<file path="src/rtl/serial_negate_sequencer.sv">
// Bit-serial two's-complement negator wrapped in a start/done sequencer; optional ovf output under OVERFLOW_FLAG_EN.
// Latency: start accepted at edge E, dout/done valid WIDTH edges later, next start at E+WIDTH+2.
// No backpressure: start is only looked at in IDLE, requests during busy/done are dropped.
module serial_negate_sequencer #(
  parameter int WIDTH = 8,
  parameter int CW    = 5
) (
  input  logic             clk,
  input  logic             rst,
  input  logic             start,
  input  logic             neg,
  input  logic [WIDTH-1:0] din,
  output logic             busy,
  output logic             done,
  output logic             sout,
  output logic [WIDTH-1:0] dout
`ifdef OVERFLOW_FLAG_EN
  ,
  output logic             ovf
`endif
);

  typedef enum logic [1:0] {
    IDLE  = 2'd0,
    SHIFT = 2'd1,
    DONE  = 2'd2
  } state_t;

  state_t           state;
  state_t           state_nxt;
  logic [WIDTH-1:0] shreg;
  logic [WIDTH-1:0] result;
  logic [CW-1:0]    count;
  logic             mode;
  logic             carry;
  logic             bit_in;
  logic             last;
`ifdef OVERFLOW_FLAG_EN
  logic             din_msb;
`endif

  // Negation as invert-then-increment: carry starts at 1 and dies at the first 0 of ~din.
  assign bit_in = shreg[0] ^ mode;
  assign sout   = bit_in ^ carry;
  assign last   = (count == CW'(WIDTH - 1));

  always_ff @(posedge clk) begin
    if (rst) begin
      state <= IDLE;
    end else begin
      state <= state_nxt;
    end
  end

  always_comb begin
    state_nxt = state;
    busy      = 1'b0;
    done      = 1'b0;
    case (state)
      IDLE: begin
        if (start) begin
          state_nxt = SHIFT;
        end
      end
      SHIFT: begin
        busy = 1'b1;
        if (last) begin
          state_nxt = DONE;
        end
      end
      DONE: begin
        done      = 1'b1;
        state_nxt = IDLE;
      end
      default: begin
        state_nxt = IDLE;
      end
    endcase
  end

  always_ff @(posedge clk) begin
    if (rst) begin
      shreg   <= '0;
      result  <= '0;
      count   <= '0;
      mode    <= 1'b0;
      carry   <= 1'b0;
      dout    <= '0;
`ifdef OVERFLOW_FLAG_EN
      din_msb <= 1'b0;
      ovf     <= 1'b0;
`endif
    end else begin
      case (state)
        IDLE: begin
          if (start) begin
            shreg   <= din;
            mode    <= neg;
            carry   <= neg;
            count   <= '0;
`ifdef OVERFLOW_FLAG_EN
            din_msb <= din[WIDTH-1];
`endif
          end
        end
        SHIFT: begin
          carry  <= bit_in & carry;
          result <= {sout, result[WIDTH-1:1]};
          shreg  <= shreg >> 1;
          count  <= count + CW'(1);
          // The bit committed on the final edge goes straight into dout.
          if (last) begin
            dout <= {sout, result[WIDTH-1:1]};
`ifdef OVERFLOW_FLAG_EN
            ovf  <= mode & din_msb & sout;
`endif
          end
        end
        default: begin
        end
      endcase
    end
  end

endmodule

</file>
<file path="config.mk">
export PLATFORM = sky130hd
export DESIGN_NAME = serial_negate_sequencer
export DESIGN_NICKNAME = d
export VERILOG_FILES = /design/src/rtl/serial_negate_sequencer.sv
export SDC_FILE = /design/constraint.sdc
export NUM_CORES = 1
export LEC_CHECK = 0
export BUFFER_PORTS_ARGS = -buffer_cell sky130_fd_sc_hd__buf_2
export CORE_MARGIN = 1
export CORE_UTILIZATION = 50
export DETAILED_ROUTE_END_ITERATION = 16
export MAX_ROUTING_LAYER = met4
export PLACE_DENSITY = 0.83
export SYNTH_ARGS = -nofsm -noshare
export SYNTH_HDL_FRONTEND = slang
export SYNTH_SLANG_ARGS = --single-unit
</file>
<file path="constraint.sdc">
create_clock -name clk -period 3.5 [get_ports clk]
set_clock_uncertainty 0.15 [all_clocks]
set_input_delay 1.05 -clock clk [delete_from_list [all_inputs] [get_ports clk]]
set_output_delay 1.05 -clock clk [all_outputs]
set_load 0.01 [all_outputs]
</file>
Word level (Yosys, flattened, before mapping)
Index checks and enable logic that the tools add are counted.

Logic and storage cells: 33. Register bits after elaboration: 33.

Equality and inequality tests: 5. Reductions and logical operators: 6. Add/subtract/negate cells: 1. Bitwise logic cells: 3. Multiplexer cells: 11.

Operator list (count): 8-bit one-hot mux with 2 select lines (1); 5-bit one-hot mux with 2 select lines (1); 8-bit 2-to-1 mux (1); 2-bit AND reduction (4); 5-bit by 1-bit adder with 5-bit output, second input constant (1); 5-bit by 3-bit equality test with 1-bit output, second input constant (1); 5-bit 2-to-1 mux (1); 2-bit 2-to-1 mux (2); 2-bit inequality test, second input constant (2); 2-bit one-hot mux with 2 select lines (1); 1-bit 2-to-1 mux (3); 2-bit by 1-bit equality test with 1-bit output, second input constant (1); 2-bit equality test, second input constant (1); 2-bit logical NOT (1); 1-bit one-hot mux with 2 select lines (1); 2-bit nonzero test (1); 1-bit bitwise XOR (2); 1-bit AND (1).

Longest topological paths before layout
Word-level depth: 3. Gate-level depth with buffers: 7. Depth with buffers taken out: 5.

Worst setup path before layout
OpenSTA, ideal clock, no wires.

Path type: reg-to-output. From: register state[1]. To: output busy. Required time: 2.300 ns. Setup slack: 1.441 ns. Cell stages (with the launch flop): 6. Path buffers: 3. Arrival: 0.859 ns. Cell sequence: dfxtp_1 buf_6 nand2b_1 buf_6 clkinv_2 buf_4.

Word-level cells in the longest chain between the ends: 2.

Ends and longest elaborated chain: start, declared (line 29) `state_t state;`; start signal, assigned (line 51) `state <= state_nxt;`; 2-bit by 1-bit equality test with 1-bit output (line 59) `case (state)`; 1-bit 2-to-1 mux (line 59); end, declared (line 13) `output logic busy,`.

Every way passes these cells.

Worst setup path after layout
From: register state[0]. To: output busy.

Same word-level chain as after synthesis.

==> metrics.md <==
| Metric | Value |
|---|---|
| Outcome | finished, final reports clean |
| Reg-to-reg startpoint | state[0] |
| Pwr Density | between 400 and 500 mW/mm^2 |
| Boundary pin count | 23 |
| Fill count | about 240 |
| Syn. warnings | 0 |
| Hold WC Path Type | flop to flop |
| Post-synth ARST share | 0 |
| Vias | 1152 |
| Number of flops mapped to enable cells by yosys | 0 |
| Maxcap violations | 0 |
| Final WL | 2.64 mm |
| Core area | 0.00278 sq mm |
| Hpwl dp | 1.79 mm |
| Post-synthesis average cell area | 9.16 sq um |
| Post-CTS setup buffers | 0 |
| Synthesized area | between 0.001 and 0.0015 sq mm |
| Crit-path max FO | 20 |
| GRT Total Usage | 0.190 |
| Clock sink count | 32 |
| Initial antenna violation count | 0 |
| Most common flop cell mapped by yosys | dfxtp_1 |
| PnR worst setup slack | 0.428 ns |
| Peak VDD IR | between 0.3 and 0.4 mV |
| Critical Path Source Type | flop |
| Seq cells post-synth | 32 |
| Die height | 56.5 microns |
| CTS resizes | 0 |
| Starting Density | 0.534 |
| Worst EP required | 2.30 ns |
| Area Overhead vs Synth | 7.93% |
| Placer Congestion | roughly 0.78 |
| Worst Setup SP | state[0] |
| WHS | around 0.32 ns |
| Drt wl/cell | 12.6 microns |
| Hold Fails Final Rpt | 0 |
| First-pass GRT wire length | 4.63 mm |
| Detailed Routing Iterations Pass 1 | 4 |
| Worst Max-Slew Pin Slew | 0.652 ns |
| Crit share post-route | 0.878 |
| Setup Crit Path Kind | flop to output port |
| Port Buffer Count | 22 |
| Dpl ws | 0.807 ns |
| Grt ovf | 0 |
| Vias per std cell | between 5 and 6 |
| Cell variety after synth | 34 |
| CTS Root Cell | clkbuf_4 |
| N_diodes | 0 |
| Seq/Total Area, Yosys | 0.432 |
| RSZ-0062 raised after global routing | false |
| Hold Buf Count CTS | 0 |
| H-tree lvl count | 2 |
| Max-slew headroom | 0.565 |
| Syn Nets | ~180 |
| Power Total | approximately 660 uW |
| Vias in the first global route | 1094 |
| CTS Buf Count | 5 |
| Crit path DAT | 1.87 ns |
| CTS tree | built |
| Endpoint type of the worst setup path | output port |
| Max-slew violations | 0 |
| Cell count after synthesis | 162 |
| Drc violations | 0 |
| Die area | 0.00319 sq mm |
| Clock transition at the registers of the reported paths | around 0.1 ns |
| Max Buffers Root-to-Sink | 2 |
| Final setup TNS | 0 ns |
| Nets | around 190 |
| Cell Rows | 19 |
| FMAX | 326 MHz |
| Layout cells sized above 1 | 0.263 |
| Hold path startpoint | result[1] |
| Die Wd | 56.5 microns |
| Largest net degree at the start of global routing | 41 |
| Minimum clock period after layout | 3.07 ns |
| Drt first-iter violations | 37 |
| Setup violators final | 0 |
| Worst-skew pair later-pin latency | around 0.33 ns |
| DRT antenna net count | 0 |
| P_leak | 0.626 nW |
-- cells by family after synthesis --
kind of cell / synth area share
buf+inv: 0.0632
fa+ha+maj: 0.0169
flops: 0.432
simple gates: 0.237
compound gates: 0.185
xor+xnor: 0.00590
mux: 0.0607
-- worst max-delay path, stage by stage, from the launching register on --
cell and delay (ns):
dfxtp_1 0.55, nand2b_1 0.42, clkinv_2 0.11, buf_4 0.27, buf_2 0.18
-- worst paths after layout --
check              end  slack [ns]  cells after the start
max               busy        0.43                      4
min          result[1]        0.32                      2
max reg2reg   shreg[5]        1.57                      5
min reg2reg  result[1]        0.32                      2
-- where the power goes --
part	switching (mW)	total (mW)	internal (mW)
Sequential	0.0117	0.389	0.377
Clock	0.118	0.192	0.0739
Combinational	0.0448	0.0777	0.0329
Total	0.175	0.659	0.484
-- cell usage after synthesis (3+ instances only) --
master,n,area [sq um]
a211oi_2,7,87.6
a21oi_1,10,50.1
a21oi_2,7,61.3
buf_2,5,25.0
buf_6,3,33.8
dfxtp_1,32,641
mux2i_1,9,90.1
nand2_1,24,90.1
nand2b_1,19,119
nand3_1,5,25.0
nor2_1,12,45.0
-- area by class of cell --
class,instances,area [sq um],share of cell area
Multi-Input combinational cell,115,749,0.468
Sequential cell,32,641,0.400
Timing Repair Buffer,23,118,0.0734
Clock buffer,6,41.3,0.0258
Tap cell,31,38.8,0.0242
Inverter,2,8.76,0.00547
Clock inverter,1,5.00,0.00312
-- state kept, by name (all words and copies together), names as in the netlist --
name / cells
dout: 8
shreg: 8
result: 7
count: 5
state: 2
carry: 1
mode: 1
-- cell usage in the layout, fill, tap and decap left out --
cell type	Yosys	layout
a31oi_1	2	2
buf_2	5	22
xor2_1	1	1
nor2b_1	2	2
o21bai_2	1	1
ha_1	2	2
nor2_1	12	12
o211a_1	1	1
inv_1	1	1
and3b_2	1	1
and3_1	1	1
mux2i_1	9	9
dfxtp_1	32	32
a22oi_1	1	1
or3b_1	1	1
nor3_1	2	2
a211oi_1	1	1
o21ba_2	1	1
nand2_1	24	24
or4b_1	1	1
a21o_1	1	1
nor3b_1	1	1
nand3b_1	1	1
nand2b_1	19	19
clkbuf_4	0	5
a21oi_2	7	7
clkbuf_1	2	1
a311oi_1	1	1
a21oi_1	10	10
a211oi_2	7	7
nand3_1	5	5
clkinv_2	1	2
buf_4	2	1
-- metrics by stage --
stage | util | instances | cell area, sq um
6_report | 0.576 | 210 | 1600
5_1_grt | 0.576 | 210 | 1600
4_1_cts | 0.576 | 210 | 1600
3_5_place_dp | 0.559 | 203 | 1560
3_3_place_gp | 0.559 | 203 | 1560
2_1_floorplan | - | 162 | 1480
-- layer usage --
metal	global-route usage	part of all wire	vias up	wire, microns
li1	-	-	585	-
met1	0.222	0.46	536	1210
met2	0.306	0.48	25	1280
met3	0.0507	0.043	6	113
met4	0.0836	0.015	0	40
met5	-	0	-	0
Power figures use the tool's default switching activity.
